$ cat config.mk
export PLATFORM = sky130hd
export DESIGN_NAME = dmem_access_ctrl
export DESIGN_NICKNAME = d
export VERILOG_FILES = /design/src/rtl/dmem_access_ctrl.sv
export SDC_FILE = /design/constraint.sdc
export NUM_CORES = 1
export LEC_CHECK = 0
export BUFFER_PORTS_ARGS = -buffer_cell sky130_fd_sc_hd__buf_2
export CAP_MARGIN = 0
export CORE_MARGIN = 10
export CORE_UTILIZATION = 40
export CTS_BUF_LIST = sky130_fd_sc_hd__clkbuf_4 sky130_fd_sc_hd__clkbuf_8 sky130_fd_sc_hd__clkbuf_16
export DETAILED_ROUTE_END_ITERATION = 7
export GPL_ROUTABILITY_DRIVEN = 0
export PLACE_DENSITY = 0.71
export SYNTH_ARGS = -nofsm -noshare
export SYNTH_HDL_FRONTEND = slang
export SYNTH_SLANG_ARGS = --single-unit
$ cat constraint.sdc
create_clock -name clk -period 3.6 [get_ports clk]
set_clock_uncertainty 0.1 [all_clocks]
set_input_delay 0.18 -clock clk [delete_from_list [all_inputs] [get_ports clk]]
set_output_delay 0.18 -clock clk [all_outputs]
set_load 0.05 [all_outputs]
$ cat src/rtl/dmem_access_ctrl.sv
// dmem_access_ctrl
//   Load/store controller between the MEM stage and a word-only data memory.
//   The memory has a combinational word read and a clocked full-word write,
//   so byte and halfword stores become read-modify-write sequences. A halfword
//   at byte offset 3 spans two words and needs two reads and two writes.
//   Load data is extracted, then sign- or zero-extended.
//
// Ports
//   clk, reset     clock; synchronous active-high reset
//   req_valid      request present          req_ready   accept possible (IDLE only)
//   req_we         1 = store, 0 = load      req_funct3  RISC-V funct3
//   req_addr       byte address             req_wdata   store data
//   resp_valid     one-cycle completion pulse
//   resp_rdata     extended load data (0 for stores and errors), held until next response
//   resp_err       misaligned word or illegal funct3, valid with resp_valid
//   mem_we         word write enable        mem_addr    word-aligned address
//   mem_wd         word write data          mem_rd      combinational read data
module dmem_access_ctrl #(
  parameter int XLEN = 32
) (
  input  logic            clk,
  input  logic            reset,
  input  logic            req_valid,
  output logic            req_ready,
  input  logic            req_we,
  input  logic [2:0]      req_funct3,
  input  logic [XLEN-1:0] req_addr,
  input  logic [XLEN-1:0] req_wdata,
  output logic            resp_valid,
  output logic [XLEN-1:0] resp_rdata,
  output logic            resp_err,
  output logic            mem_we,
  output logic [XLEN-1:0] mem_addr,
  output logic [XLEN-1:0] mem_wd,
  input  logic [XLEN-1:0] mem_rd
);

  localparam int SHW = $clog2(2*XLEN);

  typedef enum logic [2:0] {IDLE, RD0, RD1, WR0, WR1, RESP} state_t;

  state_t          state, state_nx;
  logic            op_we, op_err;
  logic [2:0]      op_f3;
  logic [XLEN-1:0] op_addr, op_wdata;
  logic [XLEN-1:0] buf0, buf1, rdata_q;

  logic            accept, req_bad, split;
  logic [1:0]      k;
  logic [SHW-1:0]  sh;
  logic [XLEN-1:0] word0, word1;
  logic [XLEN-1:0] merge0, merge1, rdata_nx;
  logic            ld_b0, ld_b1, ld_rd, we_c;

  assign req_ready = (state == IDLE) && !reset;
  assign accept    = req_valid && req_ready;

  // Illegal funct3 encodings, or a word access that is not word aligned.
  assign req_bad = (req_funct3 == 3'b011) || (req_funct3 == 3'b110) ||
                   (req_funct3 == 3'b111) ||
                   ((req_funct3[1:0] == 2'b10) && (req_addr[1:0] != 2'b00));

  assign k     = op_addr[1:0];
  assign sh    = SHW'({k, 3'b000});
  assign split = (op_f3[1:0] == 2'b01) && (k == 2'b11);
  assign word0 = {op_addr[XLEN-1:2], 2'b00};
  assign word1 = word0 + XLEN'(4);  // wraps modulo 2^XLEN

  // Treat the two buffered words as one little-endian 2*XLEN field so the
  // offset-3 halfword needs no special case: it is simply bits [sh+15:sh].
  function automatic logic [XLEN-1:0] extract(input logic [2:0]      f3,
                                               input logic [SHW-1:0]  s,
                                               input logic [XLEN-1:0] b0,
                                               input logic [XLEN-1:0] b1);
    logic [2*XLEN-1:0] pair;
    logic [7:0]        by;
    logic [15:0]       hw;
    pair = {b1, b0};
    by   = pair[s +: 8];
    hw   = pair[s +: 16];
    case (f3)
      3'b000:  extract = {{(XLEN-8){by[7]}}, by};
      3'b001:  extract = {{(XLEN-16){hw[15]}}, hw};
      3'b010:  extract = b0;
      3'b100:  extract = {{(XLEN-8){1'b0}}, by};
      3'b101:  extract = {{(XLEN-16){1'b0}}, hw};
      default: extract = '0;
    endcase
  endfunction

  // Store merge over the same two-word field; merge1 only matters for split SH.
  always_comb begin
    logic [2*XLEN-1:0] pair;
    pair = {buf1, buf0};
    case (op_f3[1:0])
      2'b00:   pair[sh +: 8]     = op_wdata[7:0];
      2'b01:   pair[sh +: 16]    = op_wdata[15:0];
      2'b10:   pair[XLEN-1:0]    = op_wdata;
      default: pair              = {buf1, buf0};
    endcase
    merge0 = pair[XLEN-1:0];
    merge1 = pair[2*XLEN-1:XLEN];
  end

  always_comb begin
    state_nx = state;
    we_c     = 1'b0;
    mem_addr = word0;
    mem_wd   = '0;
    ld_b0    = 1'b0;
    ld_b1    = 1'b0;
    rdata_nx = '0;
    case (state)
      IDLE: begin
        if (accept) begin
          if (req_bad)                                 state_nx = RESP;
          else if (req_we && req_funct3[1:0] == 2'b10) state_nx = WR0;
          else                                         state_nx = RD0;
        end
      end
      RD0: begin
        ld_b0 = 1'b1;
        if (split)      state_nx = RD1;
        else if (op_we) state_nx = WR0;
        else begin
          state_nx = RESP;
          // buf0 is still being loaded this cycle, so extract from mem_rd.
          rdata_nx = extract(op_f3, sh, mem_rd, buf1);
        end
      end
      RD1: begin
        mem_addr = word1;
        ld_b1    = 1'b1;
        if (op_we) state_nx = WR0;
        else begin
          state_nx = RESP;
          rdata_nx = extract(op_f3, sh, buf0, mem_rd);
        end
      end
      WR0: begin
        we_c     = 1'b1;
        mem_wd   = merge0;
        state_nx = split ? WR1 : RESP;
      end
      WR1: begin
        we_c     = 1'b1;
        mem_addr = word1;
        mem_wd   = merge1;
        state_nx = RESP;
      end
      RESP:    state_nx = IDLE;
      default: state_nx = IDLE;
    endcase
    // Response data is captured on entry to RESP; stores and errors load 0.
    ld_rd = (state_nx == RESP) && (state != RESP);
  end

  // A reset arriving mid-access must not let a pending write through.
  assign mem_we     = we_c && !reset;
  assign resp_valid = (state == RESP) && !reset;
  assign resp_err   = resp_valid && op_err;
  assign resp_rdata = rdata_q;

  always_ff @(posedge clk) begin
    if (reset) begin
      state    <= IDLE;
      op_we    <= 1'b0;
      op_err   <= 1'b0;
      op_f3    <= '0;
      op_addr  <= '0;
      op_wdata <= '0;
      buf0     <= '0;
      buf1     <= '0;
      rdata_q  <= '0;
    end else begin
      state <= state_nx;
      if (accept) begin
        op_we    <= req_we;
        op_err   <= req_bad;
        op_f3    <= req_funct3;
        op_addr  <= req_addr;
        op_wdata <= req_wdata;
      end
      if (ld_b0) buf0    <= mem_rd;
      if (ld_b1) buf1    <= mem_rd;
      if (ld_rd) rdata_q <= rdata_nx;
    end
  end

endmodule

==> impl_summary.txt <==
----------------------------------------------------
[Logic synthesis]
  Number of enable flip-flop cells after synthesis ... 0
  Synth cell types ... 64
  Post-synthesis sequential element count ... 168
  Commonest cells in the netlist ... sky130_fd_sc_hd__nand2_1, sky130_fd_sc_hd__a21oi_1, sky130_fd_sc_hd__dfxtp_1, sky130_fd_sc_hd__clkbuf_1, sky130_fd_sc_hd__nand3b_1
  Syn Area/Cell ... 7.710 µm²
  Fraction of registers with async set or reset after synthesis ... 0
  Yosys warns ... 0
  Combined area of all synthesized cells ... 10420 µm²
  Most frequently used flop master after synthesis ... sky130_fd_sc_hd__dfxtp_1
  Fraction of synthesized cell area taken by the top area cell type ... 0.3227
  Ranking of synthesized cells by area ... sky130_fd_sc_hd__dfxtp_1, sky130_fd_sc_hd__nand2_1, sky130_fd_sc_hd__a21oi_1
  Share of the yosys chip area belonging to registers ... 0.3227
  Most instantiated library cell after synthesis ... sky130_fd_sc_hd__nand2_1
  Cell type with the highest aggregate area in the netlist ... sky130_fd_sc_hd__dfxtp_1
  Synthesized netlist cell count ... 1352

[STA]
  Final period util ... 0.9472
  Total negative setup slack ... 0 ns
  Unrepaired setup endpoints after global routing ... false
  Worst Hold Margin ... 0.02544 ns
  Final Critical Period ... 3.410 ns
  Least-Margin Pin Slew ... 1.018 ns
  Maximum operating frequency ... 293.3 MHz
  # setup viols final ... 0
  Number of slew-limit violations in the final report ... 0
  Number of endpoints with negative hold slack in the final report ... 0
  Slew Limit Headroom ... 0.3214
  Setup ws final ... 0.1903 ns

[Clock tree]
  H-tree depth ... 4
  Clk_lat worst skew ... 0.44 ns
  Total clock buffers created by CTS ... 17
  Clock Sinks ... 168
  Buffer type at the clock tree root ... sky130_fd_sc_hd__clkbuf_16
  Number of buffers inserted to repair setup after CTS ... 0
  Clock Path Buffers ... 2
  Clock tree from TritonCTS ... yes
  Clock transition at the registers of the reported paths ... 0.07 ns

[Finish]
  Relative area change from synthesis to final layout ... 25.78%
  # nets final ... 1692
  Diode insertion count for antenna repair ... 0
  Fraction of layout instances using a drive strength above 1 ... 0.2033
  Summed area of non-filler cells in the final layout ... 13110 µm²

[Pwr]
  Internal ... 0.003841 W
  Switching part of the total power ... 0.4317
  Max rail drop VDD ... 342.6 µV
  Leakage dissipation ... 5.281 nW
  Combinational share of power ... 0.362
  Clock share of power ... 0.267
  P_sw ... 0.002917 W
  Reg power frac ... 0.370
  Power density cells ... 515.5 nW/µm²

[Drt]
  Number of detailed-routing iterations run before antenna repair ... 7
  Number of antenna-violating nets in the routed design ... 0
  Vias per Instance ... 6.162
  DRC violation count after routing ... 0
  Post-detailed-routing wire length ... 43570 µm
  First DRT Iteration DRCs ... 1963
  Average wire per cell in the routed design ... 22.59 µm
  Vias post-DR ... 11886

[Min path]
  Hold_sp ... mem_rd[25]
  Depth of the worst hold-timing path ... 3
  End of the worst hold path ... buf0[25]$_SDFFE_PP0P_
  Path category of the worst min-delay check ... input port to flip-flop

[GRT]
  First-pass GRT wire length ... 66550 µm
  All-layer global routing usage ... 0.2517
  Grt ovf ... 0
  Vias in the first global route ... 11282
  Largest net degree at the start of global routing ... 104
  Antenna violations before repair ... 2

[Placed design]
  Count of input and output buffers ... 200
  Total half-perimeter wirelength after legalization and detailed placement ... 29690 µm
  Area after detailed placement ... 11540 µm²
  Pre-CTS setup slack ... 0.4708 ns

[Setup path]
  Crit path required time ... 3.32 ns
  Critical Path Sink Type ... output pin
  Data arrival at the endpoint of the critical path ... 3.13 ns
  Register-to-register setup slack ... 0.71 ns
  Cells on worst reg2reg path ... 7
  Worst R2R Start ... op_addr[0]$_SDFFE_PP0P_
  Type of origin of the critical path ... flip-flop
  WS Path Type ... flip-flop to output pin
  Maximum fanout encountered on the critical timing path ... 27
  R2r endpoint ... resp_rdata[26]$_SDFFE_PP0P_

[Floorplan]
  Starting Density ... 0.4034
  IO Count ... 203
  Die area ... 32920 µm²
  Core region area ... 25840 µm²
  Number of cell rows ... 59
  Die extent in y ... 181.4 µm
  DIE WIDTH ... 181.4 µm

[Outcome]
  Run status ... finished, final reports clean

[Run]
  Number of max-capacitance violations reported ... 0

----------------------------------------------------
-- cell usage in the layout (no fill, tap or decap), types with 22 or more instances in the layout --
master,instances
sky130_fd_sc_hd__a21oi_1,178
sky130_fd_sc_hd__nand3b_1,64
sky130_fd_sc_hd__mux4_2,31
sky130_fd_sc_hd__nand3_1,22
sky130_fd_sc_hd__dlygate4sd3_1,99
sky130_fd_sc_hd__nand2_1,309
sky130_fd_sc_hd__nor2b_1,23
sky130_fd_sc_hd__nor2_1,55
sky130_fd_sc_hd__buf_4,25
sky130_fd_sc_hd__a22oi_1,46
sky130_fd_sc_hd__dfxtp_1,165
sky130_fd_sc_hd__a22o_1,48
sky130_fd_sc_hd__buf_2,199
sky130_fd_sc_hd__o22ai_1,26
sky130_fd_sc_hd__o21ai_0,49
-- cells by family after synthesis --
family / count (synthesis) / share of synthesized area
and+or+nand+nor: 547 / 0.2534
AOI/OAI and AO/OA: 434 / 0.2602
DFF: 168 / 0.3227
buffers and inverters: 127 / 0.05558
muxes: 36 / 0.07214
xor gates and xnor gates: 31 / 0.02605
adders and majority gates: 8 / 0.009603
other: 1 / 0.0003598
-- through the flow --
step	util	std cells	total power (W)
floorplan	-	1353	0.004087
global placement	0.4466	1798	0.004744
detailed placement	0.4466	1798	0.004792
CTS	0.5066	1928	0.006665
global route	0.5075	1929	0.007013
finish	0.5075	1929	0.006759
-- sequential cells by signal (all words and copies together) (netlist names) --
signal,count
buf0,32
buf1,32
op_addr,32
op_wdata,32
resp_rdata,32
op_f3,3
state,3
op_err,1
op_we,1
-- metal layers --
layer  global-route usage  wire (µm)  vias to the layer above
met5                    0         21                        -
li1                     -          -                     5322
met4               0.1054       2012                        4
met3              0.09066       6055                      149
met2               0.3803      18880                      878
met1               0.3178      16610                     5533
-- what timing repair did --
item,CTS,global route
hold buffers,98,1
hold endpoints to repair,124,1
setup endpoints to repair,2,28
gates resized for setup,1,5
gates cloned,0,0
-- power groups by stage --
stage               Sequential [W]  Clock, W  Combinational [W]
floorplan                  0.00239         0            0.00170
global route               0.00251   0.00188            0.00262
global placement           0.00250         0            0.00224
detailed placement         0.00251         0            0.00228
finish                     0.00250   0.00181            0.00245
CTS                        0.00247   0.00181            0.00238
-- how the worst max path moves through the flow --
stage                                  from  depth (start not counted)          to
finish                op_f3[0]$_SDFFE_PP0P_                          6   mem_wd[6]
global placement    op_addr[0]$_SDFFE_PP0P_                          8   mem_wd[7]
CTS                 op_addr[0]$_SDFFE_PP0P_                          9  mem_wd[20]
detailed placement  op_addr[0]$_SDFFE_PP0P_                          8   mem_wd[7]
global route          op_f3[0]$_SDFFE_PP0P_                          5  mem_wd[14]
floorplan           op_addr[1]$_SDFFE_PP0P_                         12  mem_wd[10]
-- cell type report --
class | count | area (µm²)
Sequential cell | 168 | 3369
Timing Repair Buffer | 324 | 2195
Multi-Input combinational cell | 1058 | 6515
Clock inverter | 14 | 131.4
Fill cell | 2450 | 12730
Tap cell | 335 | 419.2
Clock buffer | 18 | 432.9
Inverter | 12 | 48.80
-- critical path, stage by stage (launching register included) --
cell,delay (ns)
sky130_fd_sc_hd__dfxtp_1,0.52
sky130_fd_sc_hd__buf_4,0.33
sky130_fd_sc_hd__or2_2,0.42
sky130_fd_sc_hd__o21ai_1,0.54
sky130_fd_sc_hd__a221oi_1,0.19
sky130_fd_sc_hd__o22ai_1,0.34
sky130_fd_sc_hd__buf_2,0.34
Note: power is estimated with default switching activity, not from simulation.
